<file path="src/rtl/axis_line_packer.sv">
// rtl/axis_line_packer.sv - packs a 32-bit AXI-Stream word stream into wide BRAM lines
// Lines close on a full buffer or on tlast; a held line retires and a new beat lands in the same cycle.
module axis_line_packer #(
  parameter int DATA_WIDTH     = 32,
  parameter int WORDS_PER_LINE = 36,
  parameter int CNT_WIDTH      = 6,
  localparam int LINE_WIDTH    = DATA_WIDTH * WORDS_PER_LINE,
  localparam int STRB_WIDTH    = DATA_WIDTH / 8
) (
  input  logic                  clk,
  input  logic                  rst,
  input  logic [DATA_WIDTH-1:0] s00_axis_tdata,
  input  logic [STRB_WIDTH-1:0] s00_axis_tstrb,
  input  logic                  s00_axis_tlast,
  input  logic                  s00_axis_tvalid,
  output logic                  s00_axis_tready,
  output logic [LINE_WIDTH-1:0] line_data,
  output logic                  line_valid,
  input  logic                  line_ready,
  output logic                  line_last,
  output logic                  line_partial,
  output logic [CNT_WIDTH-1:0]  line_words,
  output logic                  strb_err,
  output logic [15:0]           line_count
);

  typedef enum logic {FILL, HOLD} state_t;

  localparam logic [CNT_WIDTH-1:0] LAST_SLOT  = CNT_WIDTH'(WORDS_PER_LINE - 1);
  localparam logic [CNT_WIDTH-1:0] FULL_WORDS = CNT_WIDTH'(WORDS_PER_LINE);

  state_t                 state;
  logic [CNT_WIDTH-1:0]   cnt;
  logic [CNT_WIDTH-1:0]   cnt_next;
  logic [DATA_WIDTH-1:0]  masked;
  logic                   accept;
  logic                   handoff;
  logic                   strb_full;

  always_comb begin
    masked = '0;
    for (int b = 0; b < STRB_WIDTH; b++) begin
      masked[b*8 +: 8] = s00_axis_tstrb[b] ? s00_axis_tdata[b*8 +: 8] : 8'h00;
    end
  end

  // Ready follows the consumer while holding so retire and refill share one edge.
  assign s00_axis_tready = (state == FILL) | line_ready;
  assign line_valid      = (state == HOLD);
  assign accept          = s00_axis_tvalid & s00_axis_tready;
  assign handoff         = (state == HOLD) & line_ready;
  assign strb_full       = &s00_axis_tstrb;
  assign cnt_next        = cnt + CNT_WIDTH'(1);

  always_ff @(posedge clk) begin
    if (rst) begin
      state        <= FILL;
      cnt          <= '0;
      line_data    <= '0;
      line_last    <= 1'b0;
      line_partial <= 1'b0;
      line_words   <= '0;
      strb_err     <= 1'b0;
      line_count   <= '0;
    end else begin
      if (accept && !strb_full) begin
        strb_err <= 1'b1;
      end
      if (handoff) begin
        line_count <= line_count + 16'd1;
      end
      case (state)
        FILL: begin
          if (accept) begin
            line_data[int'(cnt)*DATA_WIDTH +: DATA_WIDTH] <= masked;
            if (cnt == LAST_SLOT || s00_axis_tlast) begin
              state        <= HOLD;
              cnt          <= '0;
              line_words   <= cnt_next;
              line_last    <= s00_axis_tlast;
              line_partial <= (cnt_next != FULL_WORDS);
            end else begin
              cnt <= cnt_next;
            end
          end
        end
        HOLD: begin
          if (handoff) begin
            if (accept) begin
              // The retiring line is replaced wholesale so stale slots read as zero.
              line_data <= LINE_WIDTH'(masked);
              if (s00_axis_tlast || WORDS_PER_LINE == 1) begin
                state        <= HOLD;
                cnt          <= '0;
                line_words   <= CNT_WIDTH'(1);
                line_last    <= s00_axis_tlast;
                line_partial <= (WORDS_PER_LINE > 1);
              end else begin
                state <= FILL;
                cnt   <= CNT_WIDTH'(1);
              end
            end else begin
              state     <= FILL;
              cnt       <= '0;
              line_data <= '0;
            end
          end
        end
        default: begin
          state <= FILL;
          cnt   <= '0;
        end
      endcase
    end
  end

endmodule

</file>
<file path="config.mk">
export PLATFORM = sky130hd
export DESIGN_NAME = axis_line_packer
export DESIGN_NICKNAME = d
export VERILOG_FILES = /design/src/rtl/axis_line_packer.sv
export SDC_FILE = /design/constraint.sdc
export NUM_CORES = 2
export LEC_CHECK = 0
export CAP_MARGIN = 10
export CORE_AREA = 2 2 476 478
export DETAILED_ROUTE_END_ITERATION = 12
export DIE_AREA = 0 0 478 480
export PLACE_DENSITY = 0.44
export RECOVER_POWER = 100
export SLEW_MARGIN = 0
export SYNTH_ARGS = -nofsm -noshare
export SYNTH_HDL_FRONTEND = slang
export SYNTH_SLANG_ARGS = --single-unit
</file>
<file path="constraint.sdc">
create_clock -name clk -period 4.4 [get_ports clk]
set_clock_uncertainty 0.05 [all_clocks]
set_input_delay 0.44 -clock clk [delete_from_list [all_inputs] [get_ports clk]]
set_output_delay 0.44 -clock clk [all_outputs]
set_load 0.02 [all_outputs]
</file>
==> impl_metrics.csv <==
group,metric,value,unit
outcome,outcome,"complete, but fails checks",
outcome,violations,"capacitance limit, slew limit",
route,first_pass_iters,6,
logic_synthesis,synth_nets,4719,
route,first_iter_violations,3582,
timing,setup_slack,232,ps
route,via_per_inst,4.83,
clock_tree,cts_max_level,4,
setup_path,cp_max_fo,32,
place,hpwl,184000,um
logic_synthesis,synth-compound-area-share,18.8,%
clock_tree,clock-sinks,1184,
logic_synthesis,synth_top_family_by_area,"simple AND/OR/NAND/NOR gates",
clock_tree,cts_hold_buf,0,
setup_path,end_kind,"register",
layout,final_cell_area,0.0641,mm2
timing,tns,0,ps
logic_synthesis,async_flop_share,0,%
power_and_ir_drop,p_leak,25.0,nW
route,wl_per_cell,30.8,um
logic_synthesis,yosys_warnings,0,
logic_synthesis,synth_cells,4673,
route,routed_wl,270000,um
floorplan,rows,174,
logic_synthesis,synthSimpleGateAreaFrac,19.1,%
grt,grt_pass1_vias,40400,
power_and_ir_drop,ir_worst_vdd,352,uV
floorplan,die_h,480,um
clock_tree,cts_tree,"built",
setup_path,startpoint_type,"register",
logic_synthesis,syn_avg_cell_area,9.39,um2
layout,fillerInstances,23500,
place,place_ws,603,ps
grt,antenna_found_initial,43,
logic_synthesis,yosysTopAreaCell,"dfxtp_1",
logic_synthesis,synthFlopType,"dfxtp_1",
floorplan,num_io_pins,1220,
layout,area_growth,46.0,%
grt,overflow,0,
floorplan,die_x,478,um
place,io_buffers,1219,
timing,min_period,4170,ps
timing,worstMarginPinSlew,1590,ps
logic_synthesis,synth_largest_type_area_fraction,54.0,%
power_and_ir_drop,finalPower,23.8,mW
layout,fin_nets,5675,
timing,min_period_over_period,94.7,%
timing,max-slew-margin-rel,-6.01,%
clock_tree,cts_resized,0,
clock_tree,post_cts_buffers,0,
floorplan,start_util,19.6,%
timing,finalSetupViolations,0,
clock_tree,numCtsBuffers,145,
timing,final-hold-violation-count,0,
timing,fmaxAchievable,240,MHz
route,antenna_left,0,
place,gp_congestion,0.835,
logic_synthesis,ys_types,62,
timing,finalMaxSlewViolations,87,
power_and_ir_drop,power_density,371,mW/mm2
logic_synthesis,synth_area_leaders,"dfxtp_1 54%, a21oi_1 5.3%, nand3_1 5.2%",
clock_tree,root_buffer,"clkbuf_16",
place,placedInstanceArea,0.0595,mm2
floorplan,dieArea,0.229,mm2
route,vias,42200,
timing,rsz0062_at_grt,"false",
setup_path,r2r_cells,8,
logic_synthesis,netlist_area,0.0439,mm2
setup_path,worst-endpoint-required,5080,ps
job,cap_viol_max_count,2,
grt,grt_pass1_wl,359000,um
clock_tree,path_clk_slew,60,ps
setup_path,path_class,"register to register",
setup_path,critPathArrivalTime,4850,ps
clock_tree,clk_latency,790,ps
route,drc,0,
logic_synthesis,synth_xor_area_share,0.319,%
grt,grt_max_degree,180,
min_path,hold_path_class,"input pin to register",
floorplan,core,0.224,mm2
logic_synthesis,synth-adder-area-share,0.143,%
grt,globalRouteTotalUtil,22.4,%
logic_synthesis,ys_seq_area_share,54.0,%
min_path,hold-path-cell-count,2,
logic_synthesis,ys_ff_latch,1184,
layout,final_layout_size_suffix_gt1_share,8.75,%
logic_synthesis,muxShareOfSynthArea,2.38,%
logic_synthesis,synth_edf_count,0,
clock_tree,clockBufferDepth,3,
==> critical path, cell delays in order, from the launching register on <==
cell and delay (ps):
dfxtp_1 570, inv_1 170, ha_1 710, nand2b_1 260, o41ai_2 800, buf_4 330
and3_1 170, clkbuf_2 730, a22o_1 240
==> report_power, final <==
| part | switching (mW) | internal, mW |
|---|---|---|
| clock | 5.20 | 6.87 |
| combinational | 0.759 | 0.214 |
| sequential | 0.0150 | 10.7 |
| total | 5.98 | 17.8 |
==> flip-flops by register name, summed over array words and instances (netlist names) <==
register / flops
line_last: 1
line_data: 1152
line_words: 6
strb_err: 1
line_count: 16
cnt: 6
line_partial: 1
line_valid: 1
==> synth_stat cells, types with 12 or more instances <==
library cell and instances:
nor2b_1 38, a21oi_1 463, nand2b_1 102, a32o_1 160, buf_1 35, dfxtp_1 1184, inv_1 42, nand3b_1 97
and3_1 75, buf_2 50, nor2_1 78, mux2_2 34, a22o_1 224, o211ai_1 13, nor3_1 16, nand3_1 453
xnor2_1 12, mux2i_1 66, nand2_1 565, clkbuf_1 478, o31ai_1 237, nand4b_1 138
==> cells by family after synthesis <==
group                      Yosys count
buffers and inverters              605
AOI/OAI and AO/OA                 1156
xor gates and xnor gates            16
and+or+nand+nor                   1607
DFF                               1184
adders and majority gates            5
muxes                              100
==> cells in the final DEF (no fill, tap or decap), drive strengths merged, types with 4 or more instances in the layout <==
master	Yosys	layout
a211oi	11	11
a21oi	463	463
a22o	224	224
a22oi	6	6
a31oi	11	11
a32o	160	160
and2	15	15
and3	75	75
buf	85	126
bufinv	0	6
clkbuf	478	227
clkdlybuf4s50	0	39
clkinv	0	35
clkinvlp	0	4
dfxtp	1184	1184
diode	0	14
dlygate4sd3	0	1179
ha	5	5
inv	42	50
mux2	34	34
mux2i	66	66
nand2	565	565
nand2b	102	102
nand3	453	453
nand3b	97	97
nand4	7	7
nand4b	138	138
nor2	78	78
nor2b	38	38
nor3	16	16
nor3b	4	4
o211ai	13	13
o21ai	6	6
o31ai	237	237
or3	8	8
xnor2	12	12
xor2	4	4
==> through the flow <==
step | std cells | utilization (%) | hold WS [ps]
after floorplan | 4673 | - | 479
after global placement | 8473 | 26.6 | 388
after detailed placement | 8474 | 26.6 | 395
after CTS | 8726 | 28.7 | 43.5
after global routing | 8730 | 28.6 | 31.1
final | 8740 | 28.6 | 65.9
==> final timing paths <==
kind,start,endpoint,slack [ps]
worst max register to register,cnt[0]$_SDFFE_PP0P_,line_data[1075]$_SDFFE_PP0P_,230
worst min register to register,line_data[656]$_SDFFE_PP0P_,line_data[656]$_SDFFE_PP0P_,400
worst max-delay path,cnt[0]$_SDFFE_PP0P_,line_data[1075]$_SDFFE_PP0P_,230
worst min-delay path,rst,line_data[768]$_SDFFE_PP0P_,70
==> metal layers <==
metal  GRT usage (%)  part of all wire (%)  up-vias
met1            27.9                    42    21200
met3            6.85                   8.4      373
met5               0                0.0093        -
met4            8.92                   4.1        4
li1                -                     -    18700
met2            35.8                    46     1916
==> cell type report <==
cell class | count | area [um2] | area share [%]
Clock buffer | 199 | 4060 | 6.34
Antenna cell | 14 | 35.0 | 0.0547
Inverter | 42 | 158 | 0.246
Clock inverter | 53 | 631 | 0.984
Timing Repair Buffer | 1372 | 13400 | 21.0
Tap cell | 2992 | 3740 | 5.84
Sequential cell | 1184 | 23700 | 37.0
Multi-Input combinational cell | 2884 | 18300 | 28.6
Power figures use the tool's default switching activity.
